<file path="config.mk">
export PLATFORM = sky130hd
export DESIGN_NAME = id_ex_reg
export DESIGN_NICKNAME = d
export VERILOG_FILES = /design/src/rtl/core_pkg.sv /design/src/rtl/id_ex_reg_pipe.sv /design/src/rtl/id_ex_reg.sv
export SDC_FILE = /design/constraint.sdc
export NUM_CORES = 1
export LEC_CHECK = 0
export ABC_CLOCK_PERIOD_IN_PS = 3600
export CAP_MARGIN = 20
export CELL_PAD_IN_SITES_DETAIL_PLACEMENT = 1
export CELL_PAD_IN_SITES_GLOBAL_PLACEMENT = 1
export CORE_MARGIN = 5
export CORE_UTILIZATION = 33
export CTS_BUF_LIST = sky130_fd_sc_hd__clkbuf_2
export DETAILED_ROUTE_END_ITERATION = 10
export HOLD_SLACK_MARGIN = 0.1
export PLACE_DENSITY = 0.95
export SETUP_SLACK_MARGIN = 0.2
export SLEW_MARGIN = 20
export SYNTH_ARGS = -nofsm -noshare
export SYNTH_HDL_FRONTEND = slang
export SYNTH_SLANG_ARGS = --single-unit
</file>
<file path="constraint.sdc">
create_clock -name clk -period 3.6 [get_ports clk]
set_clock_uncertainty 0.15 [all_clocks]
set_input_delay 0.72 -clock clk [delete_from_list [all_inputs] [get_ports clk]]
set_output_delay 0.72 -clock clk [all_outputs]
set_load 0.05 [all_outputs]
</file>
<file path="src/rtl/core_pkg.sv">
// core_pkg: shared definitions for the RV32I core pipeline.
//   - ResultSrc encodings and ALUControl operation codes
//   - ctrl_t: packed control bundle produced by the decoders
//   - CTRL_BUBBLE: all-zero control bundle used for flushed slots
package core_pkg;

    localparam int ALUCTRL_W = 4;

    localparam logic [1:0] RESULT_ALU = 2'b00;
    localparam logic [1:0] RESULT_MEM = 2'b01;
    localparam logic [1:0] RESULT_PC4 = 2'b10;

    localparam logic [ALUCTRL_W-1:0] ALU_ADD  = 4'b0000;
    localparam logic [ALUCTRL_W-1:0] ALU_SUB  = 4'b0001;
    localparam logic [ALUCTRL_W-1:0] ALU_AND  = 4'b0010;
    localparam logic [ALUCTRL_W-1:0] ALU_OR   = 4'b0011;
    localparam logic [ALUCTRL_W-1:0] ALU_XOR  = 4'b0100;
    localparam logic [ALUCTRL_W-1:0] ALU_SLT  = 4'b0101;
    localparam logic [ALUCTRL_W-1:0] ALU_SLL  = 4'b0110;
    localparam logic [ALUCTRL_W-1:0] ALU_SRL  = 4'b0111;
    localparam logic [ALUCTRL_W-1:0] ALU_SRA  = 4'b1000;
    localparam logic [ALUCTRL_W-1:0] ALU_SLTU = 4'b1001;

    typedef struct packed {
        logic                 reg_write;
        logic [1:0]           result_src;
        logic                 mem_write;
        logic                 jump;
        logic                 branch;
        logic                 alu_src;
        logic [ALUCTRL_W-1:0] alu_control;
        logic [2:0]           funct3;
    } ctrl_t;

    localparam ctrl_t CTRL_BUBBLE = '0;

endpackage

</file>
<file path="src/rtl/id_ex_reg_pipe.sv">
// pipe_reg: generic WIDTH-bit pipeline register.
//   clk, rst : clock, synchronous active-high reset (clears q)
//   en       : load d into q
//   clr      : load zero into q; wins over en
//   d, q     : data in / registered data out
module pipe_reg #(
    parameter int WIDTH = 8
) (
    input  logic             clk,
    input  logic             rst,
    input  logic             en,
    input  logic             clr,
    input  logic [WIDTH-1:0] d,
    output logic [WIDTH-1:0] q
);

    always_ff @(posedge clk) begin
        if (rst)
            q <= '0;
        else if (clr)
            q <= '0;
        else if (en)
            q <= d;
    end

endmodule

</file>
<file path="src/rtl/id_ex_reg.sv">
// id_ex_reg: decode-to-execute pipeline register of the RV32I core.
//   Inputs : clk, rst (sync, active high), StallE (hold), FlushE (bubble),
//            ValidD plus the decode control bundle, operands, PC values,
//            immediate and register indices.
//   Outputs: matching ...E registers, ValidE, and StallCnt/FlushCnt
//            profiling counters. All outputs are registered.
// Priority on each edge: rst > FlushE > StallE > load.
module id_ex_reg
    import core_pkg::*;
#(
    parameter int DATA_WIDTH     = 32,
    parameter int REG_ADDR_WIDTH = 5,
    parameter int ALUCTRL_WIDTH  = ALUCTRL_W,  // must match the ctrl_t field
    parameter int CNT_WIDTH      = 32
) (
    input  logic                      clk,
    input  logic                      rst,
    input  logic                      StallE,
    input  logic                      FlushE,
    input  logic                      ValidD,
    input  logic                      RegWriteD,
    input  logic [1:0]                ResultSrcD,
    input  logic                      MemWriteD,
    input  logic                      JumpD,
    input  logic                      BranchD,
    input  logic                      ALUSrcD,
    input  logic [ALUCTRL_WIDTH-1:0]  ALUControlD,
    input  logic [2:0]                Funct3D,
    input  logic [DATA_WIDTH-1:0]     RD1D,
    input  logic [DATA_WIDTH-1:0]     RD2D,
    input  logic [DATA_WIDTH-1:0]     PCD,
    input  logic [DATA_WIDTH-1:0]     PCPlus4D,
    input  logic [DATA_WIDTH-1:0]     ImmExtD,
    input  logic [REG_ADDR_WIDTH-1:0] Rs1D,
    input  logic [REG_ADDR_WIDTH-1:0] Rs2D,
    input  logic [REG_ADDR_WIDTH-1:0] RdD,
    output logic                      RegWriteE,
    output logic [1:0]                ResultSrcE,
    output logic                      MemWriteE,
    output logic                      JumpE,
    output logic                      BranchE,
    output logic                      ALUSrcE,
    output logic [ALUCTRL_WIDTH-1:0]  ALUControlE,
    output logic [2:0]                Funct3E,
    output logic [DATA_WIDTH-1:0]     RD1E,
    output logic [DATA_WIDTH-1:0]     RD2E,
    output logic [DATA_WIDTH-1:0]     PCE,
    output logic [DATA_WIDTH-1:0]     PCPlus4E,
    output logic [DATA_WIDTH-1:0]     ImmExtE,
    output logic [REG_ADDR_WIDTH-1:0] Rs1E,
    output logic [REG_ADDR_WIDTH-1:0] Rs2E,
    output logic [REG_ADDR_WIDTH-1:0] RdE,
    output logic                      ValidE,
    output logic [CNT_WIDTH-1:0]      StallCnt,
    output logic [CNT_WIDTH-1:0]      FlushCnt
);

    localparam int DATA_BUS_W = 5 * DATA_WIDTH;
    localparam int IDX_BUS_W  = 3 * REG_ADDR_WIDTH;

    ctrl_t                  ctrl_d, ctrl_e;
    logic [DATA_BUS_W-1:0]  data_d, data_e;
    logic [IDX_BUS_W-1:0]   idx_d, idx_e;
    logic                   load;

    assign load = ~StallE;

    // An invalid slot keeps its payload but can never write the register
    // file or memory.
    always_comb begin
        ctrl_d             = CTRL_BUBBLE;
        ctrl_d.reg_write   = RegWriteD & ValidD;
        ctrl_d.result_src  = ResultSrcD;
        ctrl_d.mem_write   = MemWriteD & ValidD;
        ctrl_d.jump        = JumpD;
        ctrl_d.branch      = BranchD;
        ctrl_d.alu_src     = ALUSrcD;
        ctrl_d.alu_control = ALUControlD;
        ctrl_d.funct3      = Funct3D;
    end

    assign data_d = {RD1D, RD2D, PCD, PCPlus4D, ImmExtD};
    assign idx_d  = {Rs1D, Rs2D, RdD};

    pipe_reg #(.WIDTH($bits(ctrl_t))) u_ctrl (
        .clk(clk), .rst(rst), .en(load), .clr(FlushE), .d(ctrl_d), .q(ctrl_e)
    );

    pipe_reg #(.WIDTH(DATA_BUS_W)) u_data (
        .clk(clk), .rst(rst), .en(load), .clr(FlushE), .d(data_d), .q(data_e)
    );

    // Clearing indices on flush keeps the forwarding unit from matching a bubble.
    pipe_reg #(.WIDTH(IDX_BUS_W)) u_idx (
        .clk(clk), .rst(rst), .en(load), .clr(FlushE), .d(idx_d), .q(idx_e)
    );

    assign RegWriteE   = ctrl_e.reg_write;
    assign ResultSrcE  = ctrl_e.result_src;
    assign MemWriteE   = ctrl_e.mem_write;
    assign JumpE       = ctrl_e.jump;
    assign BranchE     = ctrl_e.branch;
    assign ALUSrcE     = ctrl_e.alu_src;
    assign ALUControlE = ctrl_e.alu_control;
    assign Funct3E     = ctrl_e.funct3;

    assign {RD1E, RD2E, PCE, PCPlus4E, ImmExtE} = data_e;
    assign {Rs1E, Rs2E, RdE}                    = idx_e;

    always_ff @(posedge clk) begin
        if (rst) begin
            ValidE   <= 1'b0;
            StallCnt <= '0;
            FlushCnt <= '0;
        end else if (FlushE) begin
            ValidE   <= 1'b0;
            FlushCnt <= FlushCnt + 1'b1;
        end else if (StallE) begin
            StallCnt <= StallCnt + 1'b1;
        end else begin
            ValidE   <= ValidD;
        end
    end

endmodule

</file>
* Yosys cells after proc, flatten, opt, wreduce, memory -nomap -nowiden
Index checks and enable logic that the tools add are counted.
** Word-level totals
- Bits in registers :: 254
- Input bits :: 194
- Output and inout bits :: 254
- Logic and storage cells :: 13
** Operators by class
- $add $sub $neg :: 2
- Bitwise gates (word level) :: 3
- Reduce and logical (&&, ||, !) cells :: 2
** Operators with widths (number)
- 32-bit by 1-bit adder with 32-bit output, second input constant :: 2
- 1-bit bitwise AND :: 2
- 2-bit AND reduction :: 1
- 2-bit OR reduction :: 1
- 1-bit inverter :: 1

* Longest topological paths before layout
Gate-level depths: netlist of the first run.
- Depth after elaboration :: 2
- Mapped depth :: 7
- Depth with buffers taken out :: 5

* Modules after synthesis
Synthesis of the first run repeated with hierarchy kept, for this count alone.
** Unflattened totals
- Cell total of the unflattened synthesis :: 963
- Area total of the unflattened synthesis :: 9765.6 µm²
** By module, submodules not included
- pipe_reg at u_data :: instances 1, cells each 517, area each 5690.5 µm², sequential area each 3203.1 µm²
- id_ex_reg :: instances 1, cells each 349, area each 2996.6 µm², sequential area each 1301.2 µm²
- pipe_reg at u_idx :: instances 1, cells each 50, area each 558.0 µm², sequential area each 300.3 µm²
- pipe_reg at u_ctrl :: instances 1, cells each 47, area each 520.5 µm², sequential area each 280.3 µm²

* Worst setup path before layout of the first run
Ideal clock, no wire load.
- Path kind :: register to register
- Start :: register StallCnt[0]
- End :: register StallCnt[30]
- Library setup time :: 121 ps
- Arrival :: 2294 ps
- Data required time :: 3329 ps
- Path slack :: 1035 ps
- Cell stages (with the launch flop) :: 8
- Buffers on the path :: 2
- Period minus slack after synthesis :: 2565 ps
- Path through :: dfxtp_1 > ha_1 > nand3b_2 > or3_1 > clkbuf_1 > buf_2 > nor3_1 > mux2_2
** On the way
- Word-level cells in the longest chain between the ends :: 1
** Ends and longest elaborated chain
- start: declaration :: line id_ex_reg.sv:54 : output logic [CNT_WIDTH-1:0] StallCnt,
- start signal: assignment :: line id_ex_reg.sv:119 : StallCnt <= StallCnt + 1'b1;
- 32-bit by 1-bit adder with 32-bit output :: line id_ex_reg.sv:119
Every way passes these cells.
A chain may end at the register's enable or synchronous reset.

* Final worst setup path of the first run
- Start :: register StallCnt[0]
- End :: output port StallCnt[0]
No word-level cell between the ends.

==> results of run 1 <==
## worst max path at each step
| stage | cells past startpoint | end | startpoint |
|---|---|---|---|
| after floorplan | 7 | StallCnt[30] | StallCnt[0] |
| after global placement | 5 | StallCnt[22] | FlushE |
| after detailed placement | 5 | StallCnt[22] | FlushE |
| after CTS | 1 | StallCnt[0] | StallCnt[0] |
| after global routing | 1 | StallCnt[0] | StallCnt[0] |
| final | 1 | StallCnt[0] | StallCnt[0] |
## final cells by class
class,instances,area [um^2]
Fill cell,3199,13700
Sequential cell,254,5080
Timing Repair Buffer,453,4560
Multi-Input combinational cell,648,4300
Tap cell,384,480
Clock buffer,94,470
Clock inverter,16,113
Inverter,7,26.3
Antenna cell,4,10.0
## synthesized netlist by cell type, types with 3 or more instances
cell	number	area, um^2
nand2_1	21	78.8
nand4_1	16	100
nor2b_1	5	31.3
and4_1	8	70.1
or3_1	16	100
mux2i_1	189	1890
and3_1	4	25.0
mux2_2	3	33.8
and4_2	3	30.0
xnor2_1	16	140
o31ai_1	24	180
nor2_1	218	818
or4_1	24	180
a21oi_1	38	190
nor3_1	5	25.0
buf_2	6	30.0
xor2_1	6	52.6
clkbuf_1	53	199
nor4_1	6	37.5
o21ai_0	13	65.1
dfxtp_1	254	5080
nand4_2	3	37.5
nand3_1	19	95.1
inv_1	7	26.3
## stage by stage
| step | cells | util [%] | hold WS, ns | area (um^2) |
|---|---|---|---|---|
| after floorplan | 971 | - | 0.551 | 9670 |
| after global placement | 1746 | 50.2 | 0.321 | 14400 |
| after detailed placement | 1746 | 50.2 | 0.333 | 14400 |
| after CTS | 1856 | 52.2 | 0.126 | 15000 |
| after global routing | 1860 | 52.3 | 0.151 | 15000 |
| final | 1860 | 52.3 | 0.253 | 15000 |
## flip-flops by register name, summed over array words and instances, names as in the netlist
register	count
u_idx.q	15
u_ctrl.q	14
u_data.q	160
ValidE	1
StallCnt	32
FlushCnt	32
## metal layers
metal / vias up / track usage [%]
met5: - / 0
met4: 2 / 11.7
met3: 119 / 9.35
met2: 374 / 42.6
met1: 4390 / 21.6
li1: 4317 / -
## report_power, final
part | internal, mW | switching [mW]
Sequential | 2.88 | 0.0500
Clock | 0.835 | 1.22
Combinational | 0.420 | 0.517
Total | 4.14 | 1.79
## cells in the final DEF (no fill, tap or decap), types with 13 or more instances in the layout
cell,netlist,final
nand3_1,19,19
clkdlybuf4s50_1,0,445
a21oi_1,38,38
nand4_1,16,16
o21ai_0,13,13
o31ai_1,24,24
mux2i_1,189,189
nor2_1,218,218
dfxtp_1,254,254
or3_1,16,16
or4_1,24,24
xnor2_1,16,16
nand2_1,21,21
clkbuf_2,0,94
## kinds of logic (layout without fill, tap and decap cells)
group / Yosys count / in the layout / synth area share [%]
simple gates: 355 / 355 / 17.6
xor+xnor: 22 / 22 / 1.99
fa+ha+maj: 2 / 2 / 0.259
buf+inv: 69 / 570 / 2.98
flops: 254 / 254 / 52.6
other cells: 0 / 4 / 0
compound gates: 77 / 77 / 4.66
mux: 192 / 192 / 19.9
==> flow_summary.json, run 1 <==
{
  "remaining_drc_errors": 0,
  "wl_um": 39700,
  "cp-start-kind": "register",
  "post_cts_resize_count": 0,
  "min_from": "StallE",
  "power.leakage_nw": 5.92,
  "status": "finished, final reports clean",
  "dr_wl_met2_um": 20900,
  "total_power_mw": 5.93,
  "drt-vias-per-instance": 4.95,
  "hold_viol": 0,
  "totalNegativeSetupSlack_ns": 0,
  "io_buffer_count": 447,
  "synth_fp_nets": 1167,
  "reg2reg_to": "FlushCnt[18]",
  "root_buffer": "clkbuf_2",
  "yosys_warnings": 0,
  "postCtsHoldBufs": 0,
  "power_density_relative_to_cell_area_mw_per_mm2": 394,
  "cells_after_synth": 971,
  "post-dp-hpwl_um": 28800,
  "die_area_mm2": 0.0328,
  "critPathArrivalTime_ns": 2.14,
  "cts_tree": "built",
  "tritoncts.num_buffers": 69,
  "post_cts_buffers": 0,
  "crit_fanout": 4,
  "timing.hold.worst.class": "in2reg",
  "synthFlopType": "dfxtp_1",
  "async_reset_ff_share_pct": 0,
  "synth_enable_flop_cells": 0,
  "cap_viol_max_count": 0,
  "ctsHtreeMaxLevel": 3,
  "floorplan.initialDensity_pct": 33.6,
  "cp_num_buf_inv": 1,
  "seq_area_frac_synth_pct": 52.6,
  "track_usage_pct": 23.0,
  "crit_path_end_kind": "primary output",
  "clock_path_buffers": 3,
  "sinks_on_the_clock_net": 254,
  "first_global_vias": 10400,
  "placement.setup.worst_slack_ns": 0.404,
  "report.final.setup_viol": 0,
  "hold_path_end": "u_data.q[108]",
  "detail_route.iter0.violations": 474,
  "grt_overflow_total": 0,
  "wire_length_on_met3_um": 3460,
  "wire_per_inst_um": 21.3,
  "drt_first_pass_iters": 4,
  "synth-seq-cells": 254,
  "worst_slew_pin_slew_ns": 0.952,
  "final_min_period_over_clock_period_pct": 83.6,
  "critical_path.max_stage_delay_ns": 0.89,
  "syn2layout_area_growth_pct": 55.6,
  "fmax_ghz": 0.332,
  "floorplan.core_area_mm2": 0.0288,
  "netlist-cell-type-count": 35,
  "reg2reg_slack_ns": 0.99,
  "num_rows": 62,
  "drt.antenna.violating_nets": 0,
  "grt_start_max_net_pins": 128,
  "list_of_cells_traversed_by_the_critical_path": "clkdlybuf4s50_1",
  "total_number_of_vias": 9202,
  "maxSlewHeadroom_pct": 36.5,
  "wirelength_met1_um": 13300,
  "syn-cell-area_mm2": 0.00967,
  "clock_insertion_delay_at_the_later_pin_of_the_skew_report_ns": 0.76,
  "irDropWorstVdd_mv": 0.295,
  "crit_family": "buffers and inverters",
  "cell_count_of_the_worst_hold_path": 3,
  "nets": 1629,
  "final_layout_size_suffix_gt1_share_pct": 8.29,
  "worst-r2r-cell-count": 4,
  "gp_congestion": 0.843,
  "worst-setup-path-type": "reg2out",
  "synth.avg_cell_area_um2": 9.96,
  "worst_r2r_startpoint": "FlushCnt[7]",
  "worst_setup_hold_path_clk_slew_ns": 0.11,
  "timing.critical_path.required_ns": 2.73,
  "number_of_antenna_violations_at_the_first_check_in_global_routing": 5,
  "topRoutingLayerUsed": "met5",
  "post-route-min-period_ns": 3.01,
  "die_width_um": 181,
  "chipHeight_um": 181,
  "grt_first_pass_wirelength_um": 60100,
  "drv_slew": 0,
  "floorplan.io_pins": 448,
  "critical_path.slowest_cell": "clkdlybuf4s50_1",
  "final_critical_path_setup_slack_ns": 0.591,
  "grt_setup_unrepaired": "no"
}
No activity file was read; power rests on OpenSTA's default activity.
==> inputs of run 2 (changes only) <==
--- a/config.mk
+++ b/config.mk
@@ -5,16 +5,16 @@
 export SDC_FILE = /design/constraint.sdc
 export NUM_CORES = 1
 export LEC_CHECK = 0
-export ABC_CLOCK_PERIOD_IN_PS = 3600
+export ABC_CLOCK_PERIOD_IN_PS = 2600
 export CAP_MARGIN = 20
 export CELL_PAD_IN_SITES_DETAIL_PLACEMENT = 1
 export CELL_PAD_IN_SITES_GLOBAL_PLACEMENT = 1
 export CORE_MARGIN = 5
-export CORE_UTILIZATION = 33
+export CORE_UTILIZATION = 28
 export CTS_BUF_LIST = sky130_fd_sc_hd__clkbuf_2
 export DETAILED_ROUTE_END_ITERATION = 10
 export HOLD_SLACK_MARGIN = 0.1
-export PLACE_DENSITY = 0.95
+export PLACE_DENSITY = 0.87
 export SETUP_SLACK_MARGIN = 0.2
 export SLEW_MARGIN = 20
 export SYNTH_ARGS = -nofsm -noshare
==> constraint.sdc (replaced) <==
create_clock -name clk -period 2.6 [get_ports clk]
set_clock_uncertainty 0.15 [all_clocks]
set_input_delay 0.52 -clock clk [delete_from_list [all_inputs] [get_ports clk]]
set_output_delay 0.52 -clock clk [all_outputs]
set_load 0.05 [all_outputs]
==> run 2 against run 1 <==
Against the previous run:
- combinational power is 63% higher
- critical path depth unchanged
- utilization decreased by 4.6 points
- hold slack improved by 0.040 ns
- non-clock buffer count grew 216
- die area grew 17%
- sequential share of layout area is 2.5 points lower
- first-iteration DRC count is 8.2% higher
- register-to-register slack lost 0.59 ns
- clock-buffer cell count increased by 7
==> flow_summary.json, run 2 (synthesis gave the netlist of run 1 again) <==
{
  "timing.hold.worst.class": "in2reg",
  "track_usage_pct": 24.5,
  "drt_first_pass_iters": 4,
  "grt_setup_unrepaired": "yes",
  "timing.critical_path.required_ns": 1.93,
  "power_share_of_the_clock_group_pct": 37.1,
  "root_buffer": "clkbuf_2",
  "power_density_relative_to_cell_area_mw_per_mm2": 545,
  "crit_family": "flip-flops",
  "crit_fanout": 2,
  "critPathArrivalTime_ns": 1.67,
  "post-route-util_pct": 47.6,
  "drt-vias-per-instance": 4.85,
  "wire_per_inst_um": 22.6,
  "io_buffer_count": 447,
  "status": "finished, final reports clean",
  "fmax_ghz": 0.428,
  "drv_slew": 0,
  "chipHeight_um": 196,
  "hold-worst-slack_ns": 0.293,
  "remaining_drc_errors": 0,
  "swShare_pct": 31.5,
  "worst_setup_hold_path_clk_slew_ns": 0.14,
  "critical_path.slowest_cell": "dfxtp_1",
  "clock_insertion_delay_at_the_later_pin_of_the_skew_report_ns": 0.90,
  "largest_register_ffs": 160,
  "nets": 1847,
  "post-dp-hpwl_um": 28100,
  "die_width_um": 196,
  "cp_num_buf_inv": 1,
  "grt_first_pass_wirelength_um": 73800,
  "top_register": "u_data.q",
  "final_min_period_over_clock_period_pct": 89.9,
  "floorplan.core_area_mm2": 0.0343,
  "p_comb_share_pct": 17.2,
  "post-route-min-period_ns": 2.34,
  "power_frac_seq_pct": 45.7,
  "worst-setup-path-type": "reg2out",
  "drt.antenna.violating_nets": 0,
  "wl_um": 48600,
  "detail_route.iter0.violations": 513,
  "cp-start-kind": "register",
  "grt_overflow_total": 0,
  "gp_congestion": 0.821,
  "floorplan.initialDensity_pct": 28.2,
  "worst_slew_pin_slew_ns": 0.634,
  "ctsHtreeMaxLevel": 3,
  "biggestRegsByFlops": "u_data.q (160), FlushCnt (32), StallCnt (32)",
  "reg2reg_slack_ns": 0.40,
  "internal_power_mw": 6.10,
  "sinks_on_the_clock_net": 254,
  "num_rows": 68,
  "netSwitchingPower_mw": 2.80,
  "critical_path.max_stage_delay_ns": 0.39,
  "report.final.setup_viol": 0,
  "grt_start_max_net_pins": 67,
  "final_layout_size_suffix_gt1_share_pct": 25.6,
  "syn2layout_area_growth_pct": 68.9,
  "list_of_cells_traversed_by_the_critical_path": "buf_2",
  "hold_viol": 0,
  "floorplan.io_pins": 448,
  "most-common-layout-cells": "dfxtp_1 (229), nor2_1 (218), dlygate4sd3_1 (192)",
  "total_number_of_vias": 10400,
  "crit_path_end_kind": "primary output",
  "cts_tree": "built",
  "maxSlewHeadroom_pct": 57.7,
  "number_of_antenna_violations_at_the_first_check_in_global_routing": 6,
  "totalNegativeSetupSlack_ns": 0,
  "cap_viol_max_count": 0,
  "clock_path_buffers": 3,
  "power.leakage_nw": 7.37,
  "final_common_cell": "dfxtp_1",
  "die_area_mm2": 0.0383,
  "first_global_vias": 12200,
  "irDropWorstVdd_mv": 0.417,
  "tritoncts.num_buffers": 71
}
run 2: final cells by class:
| class | instances | area, um^2 |
|---|---|---|
| antenna | 6 | 15.0 |
| clock buffer | 101 | 505 |
| clock inverter | 12 | 155 |
| fill | 3987 | 18000 |
| inverter | 7 | 26.3 |
| multi-input combinational | 648 | 4300 |
| sequential | 254 | 5120 |
| tap | 455 | 569 |
| timing repair buffer | 669 | 5640 |
run 2: worst paths after layout:
check                from            to  cells after the start
max reg2reg  FlushCnt[20]  FlushCnt[31]                      4
max          u_data.q[39]   PCPlus4E[7]                      1
min                ValidD        ValidE                      4
min reg2reg  u_data.q[13]  u_data.q[13]                      2
run 2: repair_timing:
item | 4_1_cts | 5_1_grt
hold buffers | 192 | 0
pin swaps | 0 | 1
setup endpoints to repair | 254 | 158
resized for setup | 1072 | 302
buffers inserted | 0 | 1
endpoints found under the hold margin | 223 | 0
run 2: power by group through the flow:
stage	registers (mW)	logic, mW	clock network (mW)
after floorplan	4.48	0.336	0
after global placement	4.13	1.27	0
after detailed placement	4.14	1.30	0
after CTS	4.05	1.50	3.25
after global routing	4.08	1.60	3.58
final	4.07	1.53	3.31
run 2: routing by layer:
| layer | up-vias | global-route usage, % | routed length [um] |
|---|---|---|---|
| met1 | 5084 | 24.8 | 17200 |
| met2 | 452 | 46.0 | 25800 |
| met5 | - | 0 | 0 |
| li1 | 4776 | - | - |
| met4 | 0 | 11.9 | 2410 |
| met3 | 128 | 6.85 | 3120 |
run 2: stage by stage:
| stage | power (mW) | std cells | area [um^2] | worst slack (ns) |
|---|---|---|---|---|
| floorplan | 4.82 | 971 | 9670 | 0.222 |
| global placement | 5.40 | 1840 | 14700 | -0.0995 |
| detailed placement | 5.44 | 1840 | 14700 | -0.134 |
| CTS | 8.80 | 2145 | 17000 | 0.0863 |
| global route | 9.26 | 2152 | 16300 | 0.127 |
| finish | 8.91 | 2152 | 16300 | 0.264 |
==> inputs of run 3 (changes only) <==
--- a/config.mk
+++ b/config.mk
@@ -10,11 +10,10 @@
 export CELL_PAD_IN_SITES_DETAIL_PLACEMENT = 1
 export CELL_PAD_IN_SITES_GLOBAL_PLACEMENT = 1
 export CORE_MARGIN = 5
-export CORE_UTILIZATION = 28
-export CTS_BUF_LIST = sky130_fd_sc_hd__clkbuf_2
+export CORE_UTILIZATION = 27
 export DETAILED_ROUTE_END_ITERATION = 10
 export HOLD_SLACK_MARGIN = 0.1
-export PLACE_DENSITY = 0.87
+export PLACE_DENSITY = 0.85
 export SETUP_SLACK_MARGIN = 0.2
 export SLEW_MARGIN = 20
 export SYNTH_ARGS = -nofsm -noshare
==> run 3 against run 2 <==
Against the previous run:
- design area decreased by 4.1%
- cell count fell by 12%
- clock power grew 34%
- hold slack gained 0.015 ns
- first-iteration DRC count down 54%
- sequential share of layout area is 1.2 points higher
- fmax fell by 2.7%
- die area increased by 3.5%
- worst setup slack got worse by 0.065 ns
- critical endpoint is now RD2E[9]
- largest cell class is now flip-flops and latches
- largest power group is now clock
==> flow_summary.json, run 3 (synthesis gave the netlist of run 1 again) <==
{
  "syn2layout_area_growth_pct": 61.9,
  "power.leakage_nw": 7.78,
  "most-common-layout-cells": "dfxtp_1 (249), nor2_1 (218), clkdlybuf4s50_1 (201)",
  "final_layout_size_suffix_gt1_share_pct": 6.81,
  "postCtsHoldBufs": 0,
  "worst-setup-path-type": "reg2out",
  "diodes": 0,
  "grt_overflow_total": 0,
  "critical_path.max_stage_delay_ns": 0.84,
  "gp_congestion": 0.804,
  "critical_path_depth": 1,
  "reg2reg_slack_ns": 0.34,
  "status": "finished, final reports clean",
  "sinks_on_the_clock_net": 254,
  "chipHeight_um": 199,
  "first_global_vias": 9983,
  "clock_insertion_delay_at_the_later_pin_of_the_skew_report_ns": 0.55,
  "critical_path.slowest_cell": "clkdlybuf4s50_1",
  "drt-vias-per-instance": 4.74,
  "grt_setup_unrepaired": "no",
  "nets": 1614,
  "crit_path_end_kind": "primary output",
  "wire_per_inst_um": 19.2,
  "drt_first_pass_iters": 4,
  "maxSlewHeadroom_pct": 21.5,
  "cell_count_of_the_worst_hold_path": 5,
  "clock_path_buffers": 3,
  "crit_fanout": 2,
  "totalNegativeSetupSlack_ns": 0,
  "post_cts_resize_count": 199,
  "critPathArrivalTime_ns": 1.73,
  "timing.critical_path.required_ns": 1.93,
  "largest_register_ffs": 160,
  "die_width_um": 199,
  "grt_first_pass_wirelength_um": 55500,
  "biggestRegsByFlops": "u_data.q (160), FlushCnt (32), StallCnt (32)",
  "report.final.setup_viol": 0,
  "num_rows": 69,
  "placedInstanceArea_mm2": 0.0147,
  "worst_slew_pin_slew_ns": 1.18,
  "final_min_period_over_clock_period_pct": 92.4,
  "worst_setup_hold_path_clk_slew_ns": 0.06,
  "wl_um": 36500,
  "floorplan.io_pins": 448,
  "floorplan.initialDensity_pct": 27.2,
  "floorplan.core_area_mm2": 0.0355,
  "tritoncts.num_buffers": 29,
  "timing.hold.worst.class": "in2reg",
  "top_register": "u_data.q",
  "die_area_mm2": 0.0397,
  "crit_family": "buffers and inverters",
  "post-dp-hpwl_um": 27100,
  "cp_num_buf_inv": 1,
  "final_common_cell": "dfxtp_1",
  "post_cts_buffers": 0,
  "drv_slew": 0,
  "track_usage_pct": 17.3,
  "fmax_ghz": 0.416,
  "detail_route.iter0.violations": 237,
  "cap_viol_max_count": 0,
  "grt_start_max_net_pins": 147,
  "remaining_drc_errors": 0,
  "min_from": "StallE",
  "root_buffer": "clkbuf_16",
  "total_power_mw": 9.71,
  "post-route-min-period_ns": 2.40,
  "hold_path_end": "StallCnt[3]",
  "list_of_cells_traversed_by_the_critical_path": "clkdlybuf4s50_1",
  "reg2reg_to": "FlushCnt[31]",
  "worst_r2r_startpoint": "FlushCnt[17]",
  "worst-r2r-cell-count": 4,
  "cts_tree": "built",
  "ctsHtreeMaxLevel": 1,
  "final_instance_area_mm2": 0.0157,
  "number_of_antenna_violations_at_the_first_check_in_global_routing": 0,
  "cp-start-kind": "register",
  "irDropWorstVdd_mv": 0.502,
  "drt.antenna.violating_nets": 0,
  "io_buffer_count": 447,
  "total_number_of_vias": 9002,
  "hold_viol": 0,
  "power_density_relative_to_cell_area_mw_per_mm2": 621
}
## run 3: changes by cell type in the layout (fill, tap and decap cells not counted), sizes merged, moves of 10 or more
cell / change
clkbuf: -92
clkdlybuf4s50: +10
dlymetal6s2s: +45
dlygate4sd2: +199
buf: -213
dlygate4sd3: -192
## run 3: worst register-to-register path, cell delays in order (launching register included)
cell	delay, ns
dfxtp_1	0.47
nand4_2	0.19
or4_1	0.68
or4_1	0.53
a21oi_1	0.17
## run 3: how the worst max path moves through the flow
stage                              from      endpoint  slack, ns
final                     u_data.q[105]       RD2E[9]       0.20
after global routing      u_data.q[105]       RD2E[9]       0.15
after CTS                  u_data.q[80]       PCE[16]       0.20
after detailed placement         FlushE  FlushCnt[31]      -0.25
after global placement           FlushE  StallCnt[22]      -0.18
after floorplan             FlushCnt[0]  FlushCnt[18]       0.22
## run 3: stage by stage
step	utilization, %	worst slack, ns	hold slack (ns)	std cells
2_1_floorplan	-	0.222	0.465	971
3_3_place_gp	41.6	-0.176	0.322	1848
3_5_place_dp	41.6	-0.245	0.334	1848
4_1_cts	43.8	0.200	0.283	1900
5_1_grt	44.1	0.151	0.350	1900
6_report	44.1	0.199	0.308	1900
## run 3: cell type report
class	instances	area [um^2]
fillers	4025	19800
clock buffers	46	880
clock inverters	6	159
well taps	461	577
repair buffers	478	4620
inverters	7	26.3
flip-flops and latches	254	5090
multi-input cells	648	4300
## run 3: report_power, final
group	internal (mW)	leakage, nW	switching [mW]	total [mW]
Combinational	0.542	5.21	0.694	1.24
Clock	2.79	0.507	1.63	4.42
Sequential	4.00	2.07	0.0619	4.06
Total	7.33	7.78	2.39	9.71
## run 3: metal layers
| layer | GRT usage (%) | up-vias | share of wire [%] |
|---|---|---|---|
| li1 | - | 4276 | - |
| met1 | 18.6 | 4348 | 36 |
| met2 | 31.7 | 318 | 52 |
| met3 | 6.44 | 60 | 9.1 |
| met4 | 4.84 | 0 | 3.2 |
| met5 | 0 | - | 0 |
